==> config.mk <==
export PLATFORM = sky130hd
export DESIGN_NAME = bus_dma_flat
export DESIGN_NICKNAME = d
export VERILOG_FILES = /design/src/rtl/bus_dma_if.sv /design/src/rtl/bus_dma.sv /design/src/flat_wrapper.sv
export SDC_FILE = /design/constraint.sdc
export NUM_CORES = 1
export LEC_CHECK = 0
export ABC_AREA = 0
export BUFFER_PORTS_ARGS = -buffer_cell sky130_fd_sc_hd__buf_4
export CELL_PAD_IN_SITES_DETAIL_PLACEMENT = 0
export CELL_PAD_IN_SITES_GLOBAL_PLACEMENT = 1
export CORE_MARGIN = 2
export CORE_UTILIZATION = 40
export CTS_CLUSTER_DIAMETER = 200
export DETAILED_ROUTE_END_ITERATION = 10
export PLACE_DENSITY = 0.72
export SYNTH_ARGS = -nofsm -noshare
export SYNTH_HDL_FRONTEND = slang
export SYNTH_SLANG_ARGS = --single-unit
==> constraint.sdc <==
create_clock -name clk -period 11 [get_ports clk]
set_input_delay 1.65 -clock clk [delete_from_list [all_inputs] [get_ports clk]]
set_output_delay 1.65 -clock clk [all_outputs]
set_load 0.03 [all_outputs]
==> src/rtl/bus_dma_if.sv <==
// Signal bundle for bus_dma: CPU configuration port, bus-master port and interrupt.
// The slave modport is the DMA's view; master is the view of whoever drives it.
interface bus_dma_if;
  logic        wr;
  logic [31:0] waddr;
  logic [31:0] wdata;
  logic        rd;
  logic [31:0] raddr;
  logic [31:0] rdata;
  logic        m_wr;
  logic [31:0] m_waddr;
  logic [31:0] m_wdata;
  logic        m_rd;
  logic [31:0] m_raddr;
  logic [31:0] m_rdata;
  logic        irq;

  modport slave (
    input  wr, waddr, wdata, rd, raddr, m_rdata,
    output rdata, m_wr, m_waddr, m_wdata, m_rd, m_raddr, irq
  );

  modport master (
    output wr, waddr, wdata, rd, raddr, m_rdata,
    input  rdata, m_wr, m_waddr, m_wdata, m_rd, m_raddr, irq
  );
endinterface

==> src/rtl/bus_dma.sv <==
// Single-channel memory-to-memory DMA: read one word, capture it, write it, repeat
// for LEN words. Configured and monitored through a four-register CPU port.
//
// state   | meaning
// IDLE    | no transfer active, BUSY=0
// READ    | m_rd issued at cur_src
// CAPTURE | m_rdata latched into data_reg
// WRITE   | m_wr issued at cur_dst, working copies advance
module bus_dma #(
  parameter int ADDR_STEP = 4,
  parameter int LEN_WIDTH = 16
) (
  input  logic     clk,
  input  logic     rst,
  bus_dma_if.slave bus
);

  typedef enum logic [1:0] {IDLE, READ, CAPTURE, WRITE} state_t;

  state_t               state, state_nxt;
  logic [31:0]          src, dst, cur_src, cur_dst, data_reg;
  logic [31:0]          raddr_hold, waddr_hold, wdata_hold, rdata_q;
  logic [LEN_WIDTH-1:0] len, remaining;
  logic                 done;
  logic                 ctrl_wr, start, done_clr, abort, busy;
  logic                 start_go, done_set, last_word;
  logic [31:0]          rd_mux;
  logic                 unused_addr_bits;

  assign unused_addr_bits = ^{bus.waddr[31:4], bus.waddr[1:0],
                              bus.raddr[31:4], bus.raddr[1:0]};

  assign ctrl_wr   = bus.wr && (bus.waddr[3:2] == 2'd3);
  assign start     = ctrl_wr && bus.wdata[0];
  assign done_clr  = ctrl_wr && bus.wdata[1];
  assign abort     = ctrl_wr && bus.wdata[2];
  assign busy      = (state != IDLE);
  assign last_word = (remaining == LEN_WIDTH'(1));

  always_ff @(posedge clk or posedge rst) begin
    if (rst) state <= IDLE;
    else     state <= state_nxt;
  end

  always_comb begin
    state_nxt = state;
    start_go  = 1'b0;
    done_set  = 1'b0;
    case (state)
      IDLE: begin
        if (start) begin
          if (len != '0) begin
            state_nxt = READ;
            start_go  = 1'b1;
          end else begin
            done_set = 1'b1;
          end
        end
      end
      READ:    state_nxt = CAPTURE;
      CAPTURE: state_nxt = WRITE;
      WRITE: begin
        if (last_word) begin
          state_nxt = IDLE;
          done_set  = 1'b1;
        end else begin
          state_nxt = READ;
        end
      end
      default: state_nxt = IDLE;
    endcase
    // Abort wins over a completing last word: the transfer is not reported done.
    if (abort && busy) begin
      state_nxt = IDLE;
      done_set  = 1'b0;
    end
  end

  always_comb begin
    rd_mux = '0;
    case (bus.raddr[3:2])
      2'd0: rd_mux = src;
      2'd1: rd_mux = dst;
      2'd2: rd_mux = 32'(len);
      2'd3: rd_mux = {30'd0, done, busy};
      default: rd_mux = '0;
    endcase
  end

  always_ff @(posedge clk or posedge rst) begin
    if (rst) begin
      src        <= '0;
      dst        <= '0;
      len        <= '0;
      cur_src    <= '0;
      cur_dst    <= '0;
      remaining  <= '0;
      data_reg   <= '0;
      raddr_hold <= '0;
      waddr_hold <= '0;
      wdata_hold <= '0;
      done       <= 1'b0;
      rdata_q    <= '0;
    end else begin
      if (bus.wr) begin
        case (bus.waddr[3:2])
          2'd0:    src <= bus.wdata;
          2'd1:    dst <= bus.wdata;
          2'd2:    len <= bus.wdata[LEN_WIDTH-1:0];
          default: ;
        endcase
      end
      if (start_go) begin
        cur_src   <= src;
        cur_dst   <= dst;
        remaining <= len;
      end
      if (state == READ) raddr_hold <= cur_src;
      if (state == CAPTURE) data_reg <= bus.m_rdata;
      if (state == WRITE) begin
        waddr_hold <= cur_dst;
        wdata_hold <= data_reg;
        cur_src    <= cur_src + 32'(ADDR_STEP);
        cur_dst    <= cur_dst + 32'(ADDR_STEP);
        remaining  <= remaining - LEN_WIDTH'(1);
      end
      if (done_set)      done <= 1'b1;
      else if (done_clr) done <= 1'b0;
      rdata_q <= bus.rd ? rd_mux : 32'd0;
    end
  end

  // Bus addresses/data are live during their strobe and otherwise hold the last value.
  assign bus.m_rd    = (state == READ);
  assign bus.m_wr    = (state == WRITE);
  assign bus.m_raddr = (state == READ)  ? cur_src  : raddr_hold;
  assign bus.m_waddr = (state == WRITE) ? cur_dst  : waddr_hold;
  assign bus.m_wdata = (state == WRITE) ? data_reg : wdata_hold;
  assign bus.rdata   = rdata_q;
  assign bus.irq     = done;

endmodule

==> src/flat_wrapper.sv <==
// flat-port wrapper written by rule: the top's interface ports become plain ports
module bus_dma_flat 
#(
  parameter int ADDR_STEP = 4,
  parameter int LEN_WIDTH = 16
)
  (clk, rst, bus_wr, bus_waddr, bus_wdata, bus_rd, bus_raddr, bus_m_rdata, bus_rdata, bus_m_wr, bus_m_waddr, bus_m_wdata, bus_m_rd, bus_m_raddr, bus_irq);
  bus_dma_if bus_i ();
  input  logic clk;
  input  logic rst;
  input wire logic [$bits(bus_i.wr)-1:0] bus_wr;
  input wire logic [$bits(bus_i.waddr)-1:0] bus_waddr;
  input wire logic [$bits(bus_i.wdata)-1:0] bus_wdata;
  input wire logic [$bits(bus_i.rd)-1:0] bus_rd;
  input wire logic [$bits(bus_i.raddr)-1:0] bus_raddr;
  input wire logic [$bits(bus_i.m_rdata)-1:0] bus_m_rdata;
  output wire logic [$bits(bus_i.rdata)-1:0] bus_rdata;
  output wire logic [$bits(bus_i.m_wr)-1:0] bus_m_wr;
  output wire logic [$bits(bus_i.m_waddr)-1:0] bus_m_waddr;
  output wire logic [$bits(bus_i.m_wdata)-1:0] bus_m_wdata;
  output wire logic [$bits(bus_i.m_rd)-1:0] bus_m_rd;
  output wire logic [$bits(bus_i.m_raddr)-1:0] bus_m_raddr;
  output wire logic [$bits(bus_i.irq)-1:0] bus_irq;
  assign bus_i.wr = bus_wr;
  assign bus_i.waddr = bus_waddr;
  assign bus_i.wdata = bus_wdata;
  assign bus_i.rd = bus_rd;
  assign bus_i.raddr = bus_raddr;
  assign bus_i.m_rdata = bus_m_rdata;
  assign bus_rdata = bus_i.rdata;
  assign bus_m_wr = bus_i.m_wr;
  assign bus_m_waddr = bus_i.m_waddr;
  assign bus_m_wdata = bus_i.m_wdata;
  assign bus_m_rd = bus_i.m_rd;
  assign bus_m_raddr = bus_i.m_raddr;
  assign bus_irq = bus_i.irq;
  bus_dma #(.ADDR_STEP(ADDR_STEP), .LEN_WIDTH(LEN_WIDTH)) u_core (.clk(clk), .rst(rst), .bus(bus_i));
endmodule
==> results.md <==
* Run status: finished, final reports clean
* Number of distinct library cells after synthesis at 54
* Routed length per instance at 19.3 um
* Most used DFF post-synth: sky130_fd_sc_hd__dfrtp_1
* Post-layout worst setup margin at 6200 ps
* Share of post-route cells with drive strength above 1 at 0.375
* Static leakage at 7.70 nW
* Half-perimeter wire length of the detailed placement result at 24,000 um
* CTS Root Cell: sky130_fd_sc_hd__clkbuf_16
* Resize count post-CTS at 0
* Launching point of the worst reg2reg path: u_core.state[0]
* Internal at 3.22 mW
* Setup Total Neg Slack at 0 ps
* CP Launch Type: flip-flop
* Critical setup path kind: flip-flop to primary output
* Via count of the first global-routing pass at 9,548
* Commonest cells after routing, fill and taps aside: 323 x sky130_fd_sc_hd__dfrtp_1, 215 x sky130_fd_sc_hd__buf_4, 205 x sky130_fd_sc_hd__mux2_2
* Post-synthesis register bit count at 323
* Nets at 1,454
* Wire length of the first global-routing pass at 55,000 um
* Register-to-register setup slack at 7450 ps
* Number of DRC markers after the initial detailed-route iteration at 457
* CP max stage delay at 770 ps
* CTS buffer count at 37
* Warning count from the yosys run at 0
* Die Outline Area at 36,500 sq um
* TritonCTS clock tree: yes
* Count of pins over their slew limit at 0
* Mapped cell area at 14,000 sq um
* Drc violations at 0
* Placement Setup Slack at 6630 ps
* Row Count at 68
* Power per cell area at 296 nW/um^2
* Sequential group share of total power at 0.383
* Ordered list of cells on the worst path: ha_4 > buf_4 > nand2_1 > o21ai_0 > buf_4
* Gr usage total at 0.193
* Setup fix buffers added after clock tree synthesis at 0
* Sw power at 1.87 mW
* Syn_area_per_cell at 12.5 sq um
* Vias after detailed routing at 9,429
* Async S/R FF share, synth at 1.00
* Number of cells on the worst reg-to-reg path at 7
* Crit path DAT at 3150 ps
* Slew at the pin closest to its max-slew limit at 1020 ps
* Post-route clock period utilization at 0.437
* Crit Path Max Fanout at 60
* Required time of the critical path at 9350 ps
* Number of top-level design ports at 263
* Largest net degree at the start of global routing at 135
* Crit path time final at 4800 ps
* Capture endpoint of the worst hold path: u_core.cur_dst[1]
* Worst min-delay path startpoint: u_core.cur_dst[1]
* Highest Clock Rate at 0.208 GHz
* Antenna violations before repair at 0
* Worst path bufs/invs at 2
* Router iterations before antenna repair at 5
* Number of stages on the worst hold path at 2
* Proportion of power drawn by the clock network at 0.245
* Chip height at 191 um
* Initial core utilization at 0.406
* Clk buf depth at 3
* Power consumption at 5.09 mW
* Endpoint of the lowest-slack register-to-register path: u_core.cur_src[22]
* Std-Cell Core Area at 34,500 sq um
* Class of the tightest hold or removal check: flip-flop to flip-flop
* Category of cells accounting for the largest share of critical-path delay: buffers and inverters
* Cell total after placement at 1,730
* Worst slew margin relative to its limit at 0.313
* Final weighted congestion in routability-driven placement at 0.771
* Cell with the largest stage delay on the worst path: sky130_fd_sc_hd__buf_4
* Clock-pin slew of the registers on the worst-case setup and hold paths at 60 ps
* Peak VDD IR at 0.198 mV
* Per-cell via count in the routed design at 5.25
* Most common library cell in the layout ignoring fill and taps: sky130_fd_sc_hd__dfrtp_1
* Gate power share at 0.372
* Max-cap violation count at 0
* Overflow left after global routing at 0
* Synthesized Nets at 1,260
* Area overhead of the layout relative to synthesis at 23.0%
* Number of hold-repair buffers added at the cts stage at 0
* I/O Buffers at 202
* Final std cells w/o fill at 1,796
* Unrepaired setup endpoints after global routing: no
* Top cell by count, worst path: sky130_fd_sc_hd__buf_4
* Share of total power consumed by net switching at 0.368
* Die Wd at 191 um
* Final-report setup violation count at 0
* Kind of end point of the critical path: primary output
* Post-synth EDFFs at 0
* Insertion delay of the later-clocked pin in the worst-skew pair at 530 ps
* Portion of the post-synthesis area used by sequential elements at 0.577
* Number of hold violations in the final report at 0
* Remaining antenna violation count at 0
* Max Clock Skew at 23.6 ps
* Final routed wirelength across all metal layers at 34,700 um
* Number of clock sinks at 323
* Gate Count Post-Synth at 1,120
* H-Tree Depth at 2
-- power by group through the flow --
| stage | Sequential [mW] | Combinational, mW | Clock [mW] |
|---|---|---|---|
| finish | 1.95 | 1.90 | 1.25 |
| global route | 2.02 | 2.05 | 1.33 |
| CTS | 1.95 | 1.93 | 1.28 |
| detailed placement | 1.97 | 1.92 | 0 |
| global placement | 1.95 | 1.90 | 0 |
| floorplan | 1.88 | 1.32 | 0 |
-- synthesized netlist by cell type (3+ instances only) --
master / count / area [sq um]
sky130_fd_sc_hd__mux2_2: 205 / 2310
sky130_fd_sc_hd__or2_2: 3 / 18.8
sky130_fd_sc_hd__or3_1: 8 / 50.1
sky130_fd_sc_hd__a211oi_1: 5 / 37.5
sky130_fd_sc_hd__xnor2_1: 10 / 87.6
sky130_fd_sc_hd__o311ai_0: 6 / 52.6
sky130_fd_sc_hd__inv_1: 17 / 63.8
sky130_fd_sc_hd__and2_1: 24 / 150
sky130_fd_sc_hd__a32oi_1: 4 / 35.0
sky130_fd_sc_hd__nand3_1: 39 / 195
sky130_fd_sc_hd__mux2i_1: 67 / 671
sky130_fd_sc_hd__ha_1: 8 / 100
sky130_fd_sc_hd__dfrtp_1: 323 / 8080
sky130_fd_sc_hd__buf_2: 4 / 20.0
sky130_fd_sc_hd__nand2_1: 91 / 342
sky130_fd_sc_hd__and3_1: 15 / 93.8
sky130_fd_sc_hd__a221o_1: 7 / 70.1
sky130_fd_sc_hd__o21ai_0: 46 / 230
sky130_fd_sc_hd__a31oi_1: 3 / 18.8
sky130_fd_sc_hd__nor3_1: 17 / 85.1
sky130_fd_sc_hd__buf_1: 19 / 71.3
sky130_fd_sc_hd__nand2b_1: 4 / 25.0
sky130_fd_sc_hd__nand4_1: 18 / 113
sky130_fd_sc_hd__and4_1: 6 / 52.6
sky130_fd_sc_hd__nor2_1: 37 / 139
sky130_fd_sc_hd__a21oi_1: 21 / 105
sky130_fd_sc_hd__o211ai_1: 10 / 75.1
sky130_fd_sc_hd__clkbuf_1: 37 / 139
sky130_fd_sc_hd__xor2_1: 14 / 123
sky130_fd_sc_hd__nor4_1: 13 / 81.3
sky130_fd_sc_hd__o221a_2: 6 / 67.6
-- worst register-to-register path, delay by kind of cell (launching register included) --
family | cells | cell delay [ps]
and+or+nand+nor | 3 | 1160
buffers and inverters | 1 | 770
adders and majority gates | 1 | 670
DFF | 1 | 450
AOI/OAI and AO/OA | 2 | 340
-- per-layer routing --
metal | track usage | part of all wire | vias up
li1 | - | - | 4415
met1 | 0.279 | 0.46 | 4751
met5 | 0 | 0 | -
met2 | 0.294 | 0.45 | 220
met4 | 0.0438 | 0.016 | 0
met3 | 0.0452 | 0.065 | 43
-- worst max path at each step --
stage	from	endpoint	slack (ps)	cells past startpoint
after floorplan	rst	u_core.bus.irq	410	1
after global placement	u_core.state[0]	bus_m_waddr[30]	6610	5
after detailed placement	u_core.state[0]	bus_m_waddr[30]	6630	5
after CTS	u_core.state[0]	bus_m_waddr[30]	6050	5
after global routing	u_core.state[0]	bus_m_waddr[30]	5930	5
final	u_core.state[0]	bus_m_waddr[30]	6200	5
-- stage by stage --
stage	utilization	area, sq um	hold slack, ps
2_1_floorplan	-	14000	440
3_3_place_gp	0.463	16000	463
3_5_place_dp	0.463	16000	459
4_1_cts	0.499	17200	473
5_1_grt	0.499	17200	506
6_report	0.499	17200	466
-- logic make-up (layout without fill, tap and decap cells) --
group | count (synthesis) | in the layout | synth area share
compound gates | 121 | 121 | 0.0566
xor+xnor | 24 | 24 | 0.0150
fa+ha+maj | 8 | 8 | 0.00715
buf+inv | 77 | 297 | 0.0210
flops | 323 | 323 | 0.577
mux | 274 | 274 | 0.216
other cells | 0 | 1 | 0
simple gates | 293 | 293 | 0.107
-- layout make-up --
cell class / instances / area [sq um]
clock buffer: 56 / 1110
multi-input combinational: 720 / 5660
fill: 3137 / 17300
antenna: 1 / 2.50
tap: 455 / 569
timing repair buffer: 215 / 1610
clock inverter: 9 / 128
inverter: 17 / 71.3
sequential: 323 / 8080
(Power assumes the default switching activity.)
